==> src/rtl/bitwise_pkg.sv <==
// Shared definitions for the bitwise logic unit: operation codes and FSM states.
package bitwise_pkg;

    // Operation select codes carried on ctrl_op
    localparam logic [2:0] OP_NOT  = 3'b000;
    localparam logic [2:0] OP_AND  = 3'b001;
    localparam logic [2:0] OP_OR   = 3'b010;
    localparam logic [2:0] OP_XOR  = 3'b011;
    localparam logic [2:0] OP_NAND = 3'b100;
    localparam logic [2:0] OP_NOR  = 3'b101;
    localparam logic [2:0] OP_XNOR = 3'b110;
    localparam logic [2:0] OP_ANDN = 3'b111;

    // Sequencer states
    typedef enum logic [1:0] {
        S_IDLE = 2'd0,
        S_RUN  = 2'd1,
        S_DONE = 2'd2
    } state_t;

endpackage

==> src/rtl/bitwise_slice.sv <==
// Combinational CHUNK-bit slice: applies the selected bitwise operation to a and b.
module bitwise_slice
    import bitwise_pkg::*;
#(
    parameter int CHUNK = 8
) (
    input  logic [CHUNK-1:0] a,
    input  logic [CHUNK-1:0] b,
    input  logic [2:0]       op,
    output logic [CHUNK-1:0] y
);

    // Pure per-bit logic; b is a don't-care for NOT
    always_comb begin
        y = '0;
        case (op)
            OP_NOT:  y = ~a;
            OP_AND:  y = a & b;
            OP_OR:   y = a | b;
            OP_XOR:  y = a ^ b;
            OP_NAND: y = ~(a & b);
            OP_NOR:  y = ~(a | b);
            OP_XNOR: y = ~(a ^ b);
            OP_ANDN: y = a & ~b;
            default: y = '0;
        endcase
    end

endmodule

==> src/rtl/bitwise_logic_unit.sv <==
// Multi-cycle bitwise logic unit: processes CHUNK bits per cycle over WIDTH/CHUNK
// cycles with a start/ready handshake, a busy flag and a registered zero flag.
module bitwise_logic_unit
    import bitwise_pkg::*;
#(
    parameter int WIDTH = 32,
    parameter int CHUNK = 8,
    parameter int NCYC  = WIDTH / CHUNK
) (
    input  logic             clock,
    input  logic             reset,
    input  logic             ctrl_start,
    input  logic [2:0]       ctrl_op,
    input  logic [WIDTH-1:0] data_operandA,
    input  logic [WIDTH-1:0] data_operandB,
    output logic [WIDTH-1:0] data_result,
    output logic             data_isZero,
    output logic             data_resultRDY,
    output logic             busy
);

    // Counter needs at least one bit even for the single-cycle configuration
    localparam int CW = (NCYC > 1) ? $clog2(NCYC) : 1;

    state_t           state_reg, state_next;
    logic [CW-1:0]    count_reg;
    logic [WIDTH-1:0] a_work_reg, b_work_reg, res_work_reg;
    logic [2:0]       op_work_reg;
    logic [CHUNK-1:0] slice_y;
    logic [WIDTH-1:0] res_shift;
    logic             last_chunk;

    assign last_chunk = (count_reg == CW'(NCYC - 1));

    bitwise_slice #(
        .CHUNK (CHUNK)
    ) u_slice (
        .a  (a_work_reg[CHUNK-1:0]),
        .b  (b_work_reg[CHUNK-1:0]),
        .op (op_work_reg),
        .y  (slice_y)
    );

    // New chunk enters at the top so after NCYC shifts chunk 0 sits at the bottom
    generate
        if (CHUNK == WIDTH) begin : g_single
            assign res_shift = slice_y;
        end else begin : g_multi
            assign res_shift = {slice_y, res_work_reg[WIDTH-1:CHUNK]};
        end
    endgenerate

    // State register
    always_ff @(posedge clock or posedge reset) begin
        if (reset) begin
            state_reg <= S_IDLE;
        end else begin
            state_reg <= state_next;
        end
    end

    // Next-state logic; a start in any state (re)launches an operation
    always_comb begin
        state_next = state_reg;
        case (state_reg)
            S_IDLE: if (ctrl_start) state_next = S_RUN;
            S_RUN: begin
                if (ctrl_start)      state_next = S_RUN;
                else if (last_chunk) state_next = S_DONE;
            end
            S_DONE:  state_next = ctrl_start ? S_RUN : S_IDLE;
            default: state_next = S_IDLE;
        endcase
    end

    // Moore handshake outputs, registered from the next state
    always_ff @(posedge clock or posedge reset) begin
        if (reset) begin
            busy           <= 1'b0;
            data_resultRDY <= 1'b0;
        end else begin
            busy           <= (state_next == S_RUN);
            data_resultRDY <= (state_next == S_DONE);
        end
    end

    // Working shift registers and counter; a start discards any in-flight work
    always_ff @(posedge clock or posedge reset) begin
        if (reset) begin
            a_work_reg   <= '0;
            b_work_reg   <= '0;
            res_work_reg <= '0;
            op_work_reg  <= OP_NOT;
            count_reg    <= '0;
        end else if (ctrl_start) begin
            a_work_reg  <= data_operandA;
            b_work_reg  <= data_operandB;
            op_work_reg <= ctrl_op;
            count_reg   <= '0;
        end else if (state_reg == S_RUN) begin
            a_work_reg   <= a_work_reg >> CHUNK;
            b_work_reg   <= b_work_reg >> CHUNK;
            res_work_reg <= res_shift;
            count_reg    <= last_chunk ? '0 : count_reg + 1'b1;
        end
    end

    // Visible result only changes on completion, never with partial values
    always_ff @(posedge clock or posedge reset) begin
        if (reset) begin
            data_result <= '0;
            data_isZero <= 1'b1;
        end else if (!ctrl_start && state_reg == S_RUN && last_chunk) begin
            data_result <= res_shift;
            data_isZero <= (res_shift == '0);
        end
    end

endmodule
==> config.mk <==
export PLATFORM = sky130hd
export DESIGN_NAME = bitwise_logic_unit
export DESIGN_NICKNAME = d
export VERILOG_FILES = /design/src/rtl/bitwise_pkg.sv /design/src/rtl/bitwise_slice.sv /design/src/rtl/bitwise_logic_unit.sv
export SDC_FILE = /design/constraint.sdc
export NUM_CORES = 1
export LEC_CHECK = 0
export CORE_MARGIN = 2
export CORE_UTILIZATION = 45
export DETAILED_ROUTE_END_ITERATION = 10
export PLACE_DENSITY = 0.72
export RECOVER_POWER = 50
export SLEW_MARGIN = 0
export SYNTH_ARGS = -nofsm -noshare
export SYNTH_HDL_FRONTEND = slang
export SYNTH_SLANG_ARGS = --single-unit
export TNS_END_PERCENT = 100
==> constraint.sdc <==
create_clock -name clock -period 4.5 [get_ports clock]
set_input_delay 1.35 -clock clock [delete_from_list [all_inputs] [get_ports clock]]
set_output_delay 1.35 -clock clock [all_outputs]
set_load 0.02 [all_outputs]
==> results.toml <==
[timing]
slew_headroom = -0.2901
tns_ps = 0
post-route-period-util = 0.6865
setup_violations = 0
fmax_mhz = 323.7
rsz0062_at_grt = "false"
fin_crit_ps = 3089
hold_viol = 0
worst_pin_slew_ps = 1935
finClkSkew_ps = 7.989
drv_slew = 199

[floorplanning]
die_w_um = 121.4
start_util = 0.4649
ioPinCount = 105
core_area_sq_um = 13350
die_height_um = 121.4
rows = 42
die_area_sq_um = 14750

[synthesis]
yosysUniqueCellTypes = 41
synth-seq-area-share = 0.5244
synth_seq_cells = 130
yosysWarnings = 0
synth_fp_nets = 693
synthCells = 598
syn_area_per_cell_sq_um = 10.38
synthesis.area_sq_um = 6206

[worst_setup_path]
r2r_end = "res_work_reg[25]"
r2r_start = "state_reg[1]"
crit_start = "reset"
setup.worst_path.start_class = "input port"
arrival_ps = 3300
r2r_setup_slack_ps = 1610
cp.required_ps = 4710
worst_setup_path_end_kind = "asynchronous set/reset pin"
r2r_cells = 4
critPathKind = "in -> async"
cp_max_fo = 130

[route]
wl_per_cell_um = 14.59
drc = 0
finalWirelength_mm = 12.74
antenna_left = 0
route.vias.total = 4511
viasPerCell = 5.167
drtIter0Drc = 289
dr.pass1.iters = 4

[layout]
syn2layout_area_growth_pct = 28.13
final_cell_mix = "nand2_1 (156), dfrtp_1 (129), clkdlybuf4s50_1 (101), o21ai_0 (83), mux2i_1 (55)"
nets = 779
layout.cells.most_common = "nand2_1"
drive_above_1_share = 0.1076
final_cells = 873
n_antenna_cell = 0

[clock_tree]
h-tree-depth = 4
clock_sinks = 130
post_cts_buffers = 0
cts_tree = "built"
cts.path.max_buffers = 2
postCtsResizedCells = 0
insertion_delay_ps = 420
path_clk_slew_ps = 60
hold_buffers = 0
numCtsBuffers = 17
root_buffer = "clkbuf_16"

[status]
status = "finished with violations"
failed_checks = "capacitance limit, slew limit"

[power]
p_total_mw = 4.796
irDropWorstVdd_mv = 0.2706
p_per_area_nw_per_um2 = 603.2
p_leak_nw = 3.531

[grt]
grt_pass1_vias = 4377
grt_first_pass_wirelength_mm = 21.56
grt_max_degree = 131
antenna_found_initial = 0
grt_usage = 0.1866
grt_overflow = 0

[hold_path]
worst_hold_path.endpoint = "data_result[29]"
hp-class = "reg -> reg"
hold_start = "data_result[29]"
hold_depth = 2

[place]
hpwlAfterDp_mm = 8.585
gp_congestion = 0.8146
dp_cells = 841
port_buffers = 104

[job]
drv_cap = 2
==> cells by family after synthesis <==
| group | count (synthesis) | synth area share |
|---|---|---|
| and+or+nand+nor | 180 | 0.1234 |
| DFF | 130 | 0.5244 |
| AOI/OAI and AO/OA | 113 | 0.1026 |
| muxes | 89 | 0.1546 |
| buffers and inverters | 60 | 0.04314 |
| adders and majority gates | 25 | 0.05040 |
| xor gates and xnor gates | 1 | 0.001412 |
==> metrics by stage <==
stage	hold slack, ps	cell area [sq um]	setup WS (ps)	utilization
floorplan	464.3	6210	1542	-
global placement	460.9	7315	1271	0.5480
detailed placement	473.8	7315	1213	0.5480
CTS	486.3	7969	1581	0.5970
global route	518.4	7951	1014	0.5957
finish	477.7	7951	1411	0.5957
==> synth_stat cells <==
cell type / number / area [sq um]
nor2b_1: 3 / 18.77
a31oi_1: 1 / 6.260
buf_2: 10 / 50.05
o211ai_1: 3 / 22.52
o31ai_1: 2 / 15.01
nand2b_1: 1 / 6.260
a32oi_1: 3 / 26.28
nor3b_1: 1 / 7.510
mux2_4: 1 / 15.01
buf_1: 2 / 7.510
nand4_1: 3 / 18.77
inv_1: 20 / 75.07
nand2_4: 1 / 11.26
o22ai_1: 4 / 25.02
clkinv_1: 1 / 3.750
xor2_1: 1 / 8.760
o21ai_1: 1 / 5.000
buf_4: 6 / 45.04
ha_1: 25 / 312.8
dfrtp_1: 129 / 3228
nor4b_4: 1 / 23.77
nor4_1: 6 / 37.54
and3b_1: 1 / 8.760
or2_2: 2 / 12.51
mux4_2: 2 / 45.04
a21oi_1: 5 / 25.02
mux2i_1: 55 / 550.5
nor2_1: 3 / 11.26
buf_6: 1 / 11.26
o21ai_0: 83 / 415.4
nor3b_4: 1 / 18.77
o32ai_1: 2 / 17.52
dfstp_2: 1 / 26.28
nand2_1: 156 / 585.6
a32o_1: 4 / 40.04
clkbuf_1: 20 / 75.07
a211oi_1: 4 / 30.03
mux2_1: 1 / 11.26
nor3_1: 1 / 5.000
mux2_2: 30 / 337.8
a211o_1: 1 / 8.760
==> how the worst max path moves through the flow <==
| stage | endpoint | slack, ps | cells after the start |
|---|---|---|---|
| 3_5_place_dp | data_isZero | 1210 | 6 |
| 6_report | data_result[28] | 1410 | 3 |
| 5_1_grt | b_work_reg[9] | 1010 | 3 |
| 4_1_cts | data_isZero | 1580 | 1 |
| 2_1_floorplan | a_work_reg[0] | 1540 | 1 |
| 3_3_place_gp | data_isZero | 1270 | 6 |
==> layer usage <==
metal,global-route usage,part of all wire
met2,0.2830,0.47
met5,0,0
met3,0.04934,0.051
met1,0.2569,0.47
met4,0.07112,0.016
==> critical path, cell delays in order <==
cell and delay [ps]:
dlygate4sd3_1 570, clkinvlp_4 70, clkbuf_4 1260
==> final cells by class <==
type	instances	area, sq um
inverter	21	82.58
timing repair buffer	106	1054
fill	1119	5396
clock buffer	18	429.2
sequential	130	3254
multi-input combinational	408	2686
clock inverter	14	225.2
tap	176	220.2
==> power by group <==
part,internal (mW),switching (mW)
registers,1.52,0.299
clock network,0.992,0.531
logic,0.738,0.717
total,3.25,1.55
(Power assumes the default switching activity.)
